--- config.mk ---
export PLATFORM = sky130hd
export DESIGN_NAME = cr_had_dbgreq_arb_flat
export DESIGN_NICKNAME = d
export VERILOG_FILES = /design/src/rtl/cr_had_dbgreq_arb_if.sv /design/src/rtl/cr_had_dbgreq_arb.sv /design/src/flat_wrapper.sv
export SDC_FILE = /design/constraint.sdc
export NUM_CORES = 1
export LEC_CHECK = 0
export ABC_AREA = 1
export CAP_MARGIN = 40
export CELL_PAD_IN_SITES_DETAIL_PLACEMENT = 1
export CELL_PAD_IN_SITES_GLOBAL_PLACEMENT = 2
export CORE_AREA = 2 2 47 82
export CTS_CLUSTER_SIZE = 25
export DETAILED_ROUTE_END_ITERATION = 10
export DIE_AREA = 0 0 49 84
export HOLD_SLACK_MARGIN = 0.03
export PLACE_DENSITY = 0.84
export SLEW_MARGIN = 30
export SYNTH_ARGS = -nofsm -noshare
export SYNTH_HDL_FRONTEND = slang
export SYNTH_SLANG_ARGS = --single-unit
--- constraint.sdc ---
create_clock -name cpuclk -period 7.2 [get_ports cpuclk]
set_clock_uncertainty 0.15 [all_clocks]
set_input_delay 0.72 -clock cpuclk [delete_from_list [all_inputs] [get_ports cpuclk]]
set_output_delay 0.72 -clock cpuclk [all_outputs]
set_load 0.03 [all_outputs]
--- src/rtl/cr_had_dbgreq_arb_if.sv ---
// Debug-request arbiter bus: pad request/ack, synchronous requesters,
// CPU debug-mode handshake and arbiter status.
interface cr_had_dbgreq_arb_if #(
    parameter int NUM_REQ = 2,
    parameter int ID_W    = 2
);
    localparam int S = NUM_REQ + 1;

    logic               pad_had_jdb_req_b;
    logic [NUM_REQ-1:0] src_req;
    logic               iu_yy_xx_dbgon;
    logic               err_clr;
    logic               arb_ctrl_dbg_req;
    logic [ID_W-1:0]    arb_grant_id;
    logic [S-1:0]       arb_src_ack;
    logic               had_pad_jdb_ack_b;
    logic               arb_busy;
    logic               arb_tmo_err;

    // Requester / CPU side
    modport master (
        output pad_had_jdb_req_b, src_req, iu_yy_xx_dbgon, err_clr,
        input  arb_ctrl_dbg_req, arb_grant_id, arb_src_ack,
               had_pad_jdb_ack_b, arb_busy, arb_tmo_err
    );

    // Arbiter side
    modport slave (
        input  pad_had_jdb_req_b, src_req, iu_yy_xx_dbgon, err_clr,
        output arb_ctrl_dbg_req, arb_grant_id, arb_src_ack,
               had_pad_jdb_ack_b, arb_busy, arb_tmo_err
    );
endinterface

--- src/rtl/cr_had_dbgreq_arb.sv ---
// Debug-request arbiter/sequencer in front of HAD control.
// Source 0 is the asynchronous active-low pad request (2-flop synchronised),
// sources 1..NUM_REQ are synchronous level requests. One grant at a time,
// round-robin, followed by the dbgon ack handshake and pad ack pulse.
// Optional feature: define HAD_DBGREQ_TMO_EN to abort a REQ that sees no
// dbgon within TMO_CYC cycles and raise a sticky arb_tmo_err.
module cr_had_dbgreq_arb #(
    parameter int NUM_REQ  = 2,
    parameter int ID_W     = 2,
    parameter int ACK_HOLD = 4,
    parameter int TMO_CYC  = 256
) (
    input  logic                  cpuclk,
    input  logic                  hadrst,
    input  logic                  clk_en,
    cr_had_dbgreq_arb_if.slave    bus
);
    localparam int S      = NUM_REQ + 1;
    localparam int HOLD_W = $clog2(ACK_HOLD);

    typedef enum logic [1:0] {IDLE, REQ, ACK, WAIT_EXIT} state_t;

    state_t              state_q, state_d;
    logic                pad_ff1, pad_ff2;
    logic [S-1:0]        req_vec;
    logic [ID_W-1:0]     rr_grant;
    logic [ID_W-1:0]     ptr_q, ptr_d;
    logic [ID_W-1:0]     grant_q, grant_d;
    logic                ctrl_q, ctrl_d;
    logic [S-1:0]        src_ack_q, src_ack_d;
    logic                ack_b_q, ack_b_d;
    logic                busy_q;
    logic [HOLD_W-1:0]   hold_q, hold_d;

`ifdef HAD_DBGREQ_TMO_EN
    localparam int TMO_W = (TMO_CYC > 1) ? $clog2(TMO_CYC) : 1;
    logic [TMO_W-1:0]    tmo_cnt_q, tmo_cnt_d;
    logic                tmo_set;
    logic                tmo_err_q;
`endif

    // First requesting source at or after ptr, wrapping from S-1 back to 0
    function automatic logic [ID_W-1:0] rr_pick(input logic [S-1:0] req,
                                                input logic [ID_W-1:0] ptr);
        logic [ID_W-1:0] pick;
        logic            found;
        logic [S-1:0]    sh;
        int              idx;
        pick  = '0;
        found = 1'b0;
        for (int k = 0; k < S; k++) begin
            idx = (int'(ptr) + k) % S;
            sh  = req >> idx;
            if (!found && sh[0]) begin
                pick  = ID_W'(idx);
                found = 1'b1;
            end
        end
        return pick;
    endfunction

    assign req_vec  = {bus.src_req, ~pad_ff2};
    assign rr_grant = rr_pick(req_vec, ptr_q);

    // Pad request synchroniser, free-running regardless of clk_en
    always_ff @(posedge cpuclk or posedge hadrst) begin
        if (hadrst) begin
            pad_ff1 <= 1'b1;
            pad_ff2 <= 1'b1;
        end else begin
            pad_ff1 <= bus.pad_had_jdb_req_b;
            pad_ff2 <= pad_ff1;
        end
    end

    // Next-state and next-output logic for the grant/ack sequence
    always_comb begin
        state_d   = state_q;
        ctrl_d    = ctrl_q;
        grant_d   = grant_q;
        src_ack_d = '0;
        ack_b_d   = ack_b_q;
        hold_d    = hold_q;
        ptr_d     = ptr_q;
`ifdef HAD_DBGREQ_TMO_EN
        tmo_cnt_d = tmo_cnt_q;
        tmo_set   = 1'b0;
`endif
        case (state_q)
            IDLE: begin
                if (!bus.iu_yy_xx_dbgon && (|req_vec)) begin
                    state_d = REQ;
                    ctrl_d  = 1'b1;
                    grant_d = rr_grant;
                    ptr_d   = (rr_grant == ID_W'(S - 1)) ? '0 : rr_grant + 1'b1;
`ifdef HAD_DBGREQ_TMO_EN
                    tmo_cnt_d = '0;
`endif
                end
            end
            REQ: begin
                if (bus.iu_yy_xx_dbgon) begin
                    state_d   = ACK;
                    ctrl_d    = 1'b0;
                    src_ack_d = S'(1) << grant_q;
                    ack_b_d   = (grant_q != '0);
                    hold_d    = HOLD_W'(ACK_HOLD - 1);
                end
`ifdef HAD_DBGREQ_TMO_EN
                else if (tmo_cnt_q == TMO_W'(TMO_CYC - 1)) begin
                    state_d = IDLE;
                    ctrl_d  = 1'b0;
                    tmo_set = 1'b1;
                end else begin
                    tmo_cnt_d = tmo_cnt_q + 1'b1;
                end
`endif
            end
            ACK: begin
                if (hold_q == '0) begin
                    state_d = WAIT_EXIT;
                    ack_b_d = 1'b1;
                end else begin
                    hold_d = hold_q - 1'b1;
                end
            end
            WAIT_EXIT: begin
                if (!bus.iu_yy_xx_dbgon) state_d = IDLE;
            end
            default: state_d = IDLE;
        endcase
    end

    // State, pointer, counters and registered outputs; all hold when clk_en=0
    always_ff @(posedge cpuclk or posedge hadrst) begin
        if (hadrst) begin
            state_q   <= IDLE;
            ptr_q     <= '0;
            grant_q   <= '0;
            ctrl_q    <= 1'b0;
            src_ack_q <= '0;
            ack_b_q   <= 1'b1;
            busy_q    <= 1'b0;
            hold_q    <= '0;
        end else if (clk_en) begin
            state_q   <= state_d;
            ptr_q     <= ptr_d;
            grant_q   <= grant_d;
            ctrl_q    <= ctrl_d;
            src_ack_q <= src_ack_d;
            ack_b_q   <= ack_b_d;
            busy_q    <= (state_d != IDLE);
            hold_q    <= hold_d;
        end
    end

`ifdef HAD_DBGREQ_TMO_EN
    // REQ timeout counter and sticky error; a new timeout beats err_clr
    always_ff @(posedge cpuclk or posedge hadrst) begin
        if (hadrst) begin
            tmo_cnt_q <= '0;
            tmo_err_q <= 1'b0;
        end else if (clk_en) begin
            tmo_cnt_q <= tmo_cnt_d;
            if (tmo_set)          tmo_err_q <= 1'b1;
            else if (bus.err_clr) tmo_err_q <= 1'b0;
        end
    end
    assign bus.arb_tmo_err = tmo_err_q;
`else
    logic unused_err_clr;
    assign unused_err_clr  = bus.err_clr;
    assign bus.arb_tmo_err = 1'b0;
`endif

    assign bus.arb_ctrl_dbg_req  = ctrl_q;
    assign bus.arb_grant_id      = grant_q;
    assign bus.arb_src_ack       = src_ack_q;
    assign bus.had_pad_jdb_ack_b = ack_b_q;
    assign bus.arb_busy          = busy_q;
endmodule

--- src/flat_wrapper.sv ---
// flat-port wrapper written by rule: the top's interface ports become plain ports
module cr_had_dbgreq_arb_flat 
#(
    parameter int NUM_REQ  = 2,
    parameter int ID_W     = 2,
    parameter int ACK_HOLD = 4,
    parameter int TMO_CYC  = 256
)
  (cpuclk, hadrst, clk_en, bus_pad_had_jdb_req_b, bus_src_req, bus_iu_yy_xx_dbgon, bus_err_clr, bus_arb_ctrl_dbg_req, bus_arb_grant_id, bus_arb_src_ack, bus_had_pad_jdb_ack_b, bus_arb_busy, bus_arb_tmo_err);
  cr_had_dbgreq_arb_if #(.NUM_REQ(NUM_REQ), .ID_W(ID_W)) bus_i ();
  input  logic cpuclk;
  input  logic hadrst;
  input  logic clk_en;
  input wire logic [$bits(bus_i.pad_had_jdb_req_b)-1:0] bus_pad_had_jdb_req_b;
  input wire logic [$bits(bus_i.src_req)-1:0] bus_src_req;
  input wire logic [$bits(bus_i.iu_yy_xx_dbgon)-1:0] bus_iu_yy_xx_dbgon;
  input wire logic [$bits(bus_i.err_clr)-1:0] bus_err_clr;
  output wire logic [$bits(bus_i.arb_ctrl_dbg_req)-1:0] bus_arb_ctrl_dbg_req;
  output wire logic [$bits(bus_i.arb_grant_id)-1:0] bus_arb_grant_id;
  output wire logic [$bits(bus_i.arb_src_ack)-1:0] bus_arb_src_ack;
  output wire logic [$bits(bus_i.had_pad_jdb_ack_b)-1:0] bus_had_pad_jdb_ack_b;
  output wire logic [$bits(bus_i.arb_busy)-1:0] bus_arb_busy;
  output wire logic [$bits(bus_i.arb_tmo_err)-1:0] bus_arb_tmo_err;
  assign bus_i.pad_had_jdb_req_b = bus_pad_had_jdb_req_b;
  assign bus_i.src_req = bus_src_req;
  assign bus_i.iu_yy_xx_dbgon = bus_iu_yy_xx_dbgon;
  assign bus_i.err_clr = bus_err_clr;
  assign bus_arb_ctrl_dbg_req = bus_i.arb_ctrl_dbg_req;
  assign bus_arb_grant_id = bus_i.arb_grant_id;
  assign bus_arb_src_ack = bus_i.arb_src_ack;
  assign bus_had_pad_jdb_ack_b = bus_i.had_pad_jdb_ack_b;
  assign bus_arb_busy = bus_i.arb_busy;
  assign bus_arb_tmo_err = bus_i.arb_tmo_err;
  cr_had_dbgreq_arb #(.NUM_REQ(NUM_REQ), .ID_W(ID_W), .ACK_HOLD(ACK_HOLD), .TMO_CYC(TMO_CYC)) u_core (.cpuclk(cpuclk), .hadrst(hadrst), .clk_en(clk_en), .bus(bus_i));
endmodule
Yosys cells after proc, flatten, opt, wreduce, memory -nomap -nowiden
Cells that the tools add are included.

storage, ports and cells
  output and inout bits = 9
  logic and storage cells = 69
  bits of input ports = 8
  register bits = 16

operators by class
  reduce and logical (&&, ||, !) cells = 17
  shift-type cells = 4
  add/subtract/negate cells = 4
  div/mod/pow operators = 3
  equal/unequal tests = 8
  muxes and demuxes = 22
  bitwise gates (word level) = 1

operator list
  cell                     count
  $shr A3 B32 Y1           3
  $mod A32 B3 Y32 const B  2
  $mod A3 B3 Y32 const B   1
  $mux W2                  10
  $reduce_and A4 Y1        3
  $pmux W2 S4              1
  $reduce_bool A2 Y1       4
  $eq A2 B2 Y1 const B     3
  $mux W1                  6
  $mux W3                  2
  $logic_not A2 Y1         2
  $ne A2 B1 Y1 const B     2
  $ne A2 B2 Y1 const B     2
  $pmux W1 S2              2
  $pmux W2 S2              1
  $add A2 B1 Y3 const B    1
  $add A2 B2 Y3 const B    1
  $logic_and A1 B1 Y1      3
  $logic_not A1 Y1         3
  $reduce_and A3 Y1        1
  $reduce_or A3 Y1         1
  $shl A1 B2 Y3 const A    1
  $add A2 B1 Y2 const B    1
  $eq A2 B1 Y1 const B     1
  other kinds (2)          2

Logic depth before layout (Yosys ltp)
  depth after elaboration = 11
  mapped depth = 15
  depth with buffers taken out = 15

Worst setup path before layout
Ideal clock, no wire load.

  path type = register -> register
  start point = register u_core.ptr_q[0]
  end point = register u_core.grant_q[0] (netlist: u_core.bus.arb_grant_id[0])
  required time = 6.923 ns
  data arrival time = 2.001 ns
  path slack = 4.922 ns
  cell stages (with the launch flop) = 14
  setup time = 0.127 ns
  clock period less this slack = 2.278 ns
  path through = dfrtp_1 -> inv_1 -> ha_1 -> inv_1 -> nand3_1 -> ha_1 -> nor2_1 -> nand3_1 -> o21ai_0 -> nand2_1 -> nand2_2 -> nand3_1 -> o211ai_1 -> nand2_1

between the ends
  word-level cells in the longest chain between the ends = 9
  elaborated cells between the ends (all ways) = 17
  those cells by class = 2 x add/sub; 3 x div; 3 x shift; 5 x mux; 4 x reduce/logical

RTL lines
  element                                                  line                      RTL
  start, declared                                          cr_had_dbgreq_arb.sv:27   logic [ID_W-1:0] ptr_q, ptr_d;
  start signal, assigned                                   cr_had_dbgreq_arb.sv:147  ptr_q <= ptr_d;
  branches (longest 8 deep; another with $mod A32 B3 Y32)  --
  $mux W2 *                                                cr_had_dbgreq_arb.sv:54   if (!found && sh[0]) begin
  end signal, assigned                                     cr_had_dbgreq_arb.sv:148  grant_q <= grant_d;
  end, declared                                            cr_had_dbgreq_arb.sv:28   logic [ID_W-1:0] grant_q, grant_d;

Mark *: on every way between the ends.
A chain may end at the register's enable or synchronous reset.

Worst setup path in the final report
Ends and elaborated chain as after synthesis.

==> impl_metrics.csv <==
group,metric,value,unit
route,dr.pass1.iters,2,
critical_path,cp_max_fo,6,
die,initial_core_util,0.302,
route,top_layer_used,"met4",
critical_path,cp_data_required_time,7180,ps
pwr,powerDensity,419,nW/um^2
clock_tree,post_cts_resized,0,
critical_path,worstPathArrival,2730,ps
route,drt-met1-wl,1.06,mm
global_route,grt_use_total,0.140,
place,dp_slack,4480,ps
timing,finalSetupViolCount,0,
synthesis,synth.area.top_cells,"dfrtp_1, ha_1, nand2_1",
synthesis,synth.distinct_cells,24,
global_route,grt_max_degree,17,
route,drtIter0Drc,13,
critical_path,path_class,"reg -> reg",
die,io_pins,17,
clock_tree,root_buffer,"clkbuf_8",
place,place.detailed.hpwl,2.01,mm
die,die_h,84,um
place,portBuffers,14,
place,placed_cells,200,
synthesis,yosysWarnings,0,
clock_tree,hold_buffers,0,
clock_tree,ctsLongestPathBuffers,2,
cells_and_area,stdcell_count,204,
clock_tree,postCtsSetupBuffers,0,
timing,fmax,0.364,GHz
place,gp_congestion,0.781,
die,die_w,49,um
synthesis,yosysTopAreaCell,"dfrtp_1",
cells_and_area,final_nets,178,
global_route,gr-total-overflow,0,
pwr,irDropWorstVdd,174,uV
route,dr_wl_met2,1.35,mm
route,wl_per_cell,12.4,um
cells_and_area,syn_to_final_growth,23.1,%
route,drc,0,
timing,hold_viol,0,
die,die-area,4120,um^2
cells_and_area,drive_above_1_share,0.101,
global_route,grt_antenna_before_repair,0,
synthesis,syn_inst,141,
synthesis,synth_fp_nets,160,
timing,grt_setup_unrepaired,"false",
synthesis,synth_top_cell_area_share,0.306,
die,core_area,3520,um^2
clock_tree,clock_latency,250,ps
synthesis,synth_area,1060,um^2
synthesis,syn_avg_cell_area,7.53,um^2
clock_tree,cts.sinks,16,
timing,fin_crit_sh,0.382,
pwr,leakage,0.665,nW
route,wl_met3,62,um
cells_and_area,nFillCells,473,
critical_path,crit_path_end_kind,"register",
clock_tree,cts_tree,"done",
run_status,status,"completed",
timing,worstMarginPinSlew,609,ps
run,max-cap-violations,0,
route,antenna_left,0,
clock_tree,numCtsBuffers,3,
timing,period_minus_slack,2750,ps
clock_tree,clk_pin_slew,60,ps
route,vias,958,
synthesis,seq_area_frac_synth,0.380,
timing,setup_slack,4450,ps
worst_hold_path,hold_path_class,"reg -> reg",
timing,finalMaxSlewViolations,0,
route,wirelength,2.53,mm
die,num_rows,29,
cells_and_area,antenna_cells,0,
clock_tree,htree_num_levels,1,
critical_path,cp-start-kind,"register",
global_route,grt_first_pass_wirelength,4.57,mm
timing,finalSetupTns,0,ps
route,viasPerCell,4.70,
global_route,grt_pass1_vias,1087,
timing,relSlewSlack,0.594,
synthesis,ys_seq_elements,16,
==> metrics by stage <==
stage	total power [mW]	instance area [um^2]	util	hold slack, ps
CTS	0.558	1310	0.371	212
finish	0.547	1310	0.371	210
detailed placement	0.471	1250	0.356	203
floorplan	0.377	1060	-	195
global route	0.609	1310	0.371	217
global placement	0.457	1250	0.356	197
==> area by class of cell <==
type,count,area [um^2],share of cell area
clock buffers,4,55.1,0.0421
inverters,26,97.6,0.0746
repair buffers,14,140,0.107
flip-flops and latches,16,404,0.309
well taps,46,57.6,0.0440
multi-input cells,98,553,0.423
==> cell usage in the layout (no fill, tap or decap) <==
cell type	instances
nor3_1	1
inv_1	24
clkdlybuf4s50_1	14
o21ai_0	6
o21a_1	1
ha_1	11
nand2_2	2
clkbuf_8	4
a22o_1	1
nand4_1	2
o21ai_1	1
inv_2	2
a32o_1	1
nor2_1	10
dfrtp_1	13
dfstp_2	3
nor2_2	5
nand2_1	32
o211ai_1	2
a31oi_1	1
conb_1	1
a22oi_1	1
o21bai_1	1
a21oi_1	2
nand3_1	17
==> where the power goes <==
part | switching [mW] | leakage [nW] | internal [mW]
Clock | 0.0316 | 0.0288 | 0.0486
Sequential | 0.0300 | 0.195 | 0.125
Combinational | 0.197 | 0.441 | 0.115
Total | 0.259 | 0.665 | 0.289
==> sequential cells by signal, indices dropped and copies added, names as in the netlist <==
register                      flops
u_core.bus.arb_ctrl_dbg_req       1
u_core.bus.had_pad_jdb_ack_b      1
u_core.bus.arb_grant_id           2
u_core.hold_q                     2
u_core.bus.arb_busy               1
u_core.pad_ff1                    1
u_core.state_q                    2
u_core.pad_ff2                    1
u_core.bus.arb_src_ack            3
u_core.ptr_q                      2
==> path summary, 6_finish.rpt <==
| path | startpoint | depth (start not counted) | endpoint | slack, ps |
|---|---|---|---|---|
| worst max-delay path | u_core.ptr_q[0] | 13 | u_core.bus.arb_grant_id[0] | 4450 |
| worst min-delay path | u_core.pad_ff1 | 0 | u_core.pad_ff2 | 210 |
| worst max register to register | u_core.ptr_q[0] | 13 | u_core.bus.arb_grant_id[0] | 4450 |
| worst min register to register | u_core.pad_ff1 | 0 | u_core.pad_ff2 | 210 |
| max in group asynchronous | hadrst | 2 | u_core.state_q[1] | 5820 |
| min in group asynchronous | hadrst | 2 | u_core.bus.arb_src_ack[0] | 690 |
==> critical path, stage by stage (launching register included) <==
cell	delay [ps]
dfrtp_1	450
inv_1	130
ha_1	390
inv_1	150
nand3_1	110
ha_1	320
nor2_1	130
nand3_1	80
o21ai_0	160
nand2_1	120
nand2_2	120
nand3_1	80
o211ai_1	130
nand2_1	100
==> per-layer routing <==
layer | global-route usage | up-vias
met4 | 0.0675 | 0
met5 | 0 | -
li1 | - | 478
met3 | 0.0215 | 5
met1 | 0.160 | 459
met2 | 0.248 | 16
==> synthesized netlist by cell type <==
library cell  instances
a32o_1                1
o21bai_1              1
nand2_2               2
a31oi_1               1
ha_1                 11
nand3_1              17
a22o_1                1
dfrtp_1              13
conb_1                1
nand4_1               2
o211ai_1              2
a22oi_1               1
dfstp_2               3
inv_2                 2
inv_1                24
o21a_1                1
buf_4                 1
a21oi_1               2
o21ai_0               6
o21ai_1               1
nor3_1                1
nor2_1               10
nand2_1              32
nor2_2                5
==> cells by family (layout without fill, tap and decap cells) <==
group                      count (synthesis)  count (layout)  share of synthesized area
AOI/OAI and AO/OA                         17              17                      0.101
adders and majority gates                 11              11                      0.130
buffers and inverters                     27              44                     0.0989
DFF                                       16              16                      0.380
other                                      1               1                    0.00353
and+or+nand+nor                           69              69                      0.286
(Power assumes the default switching activity.)
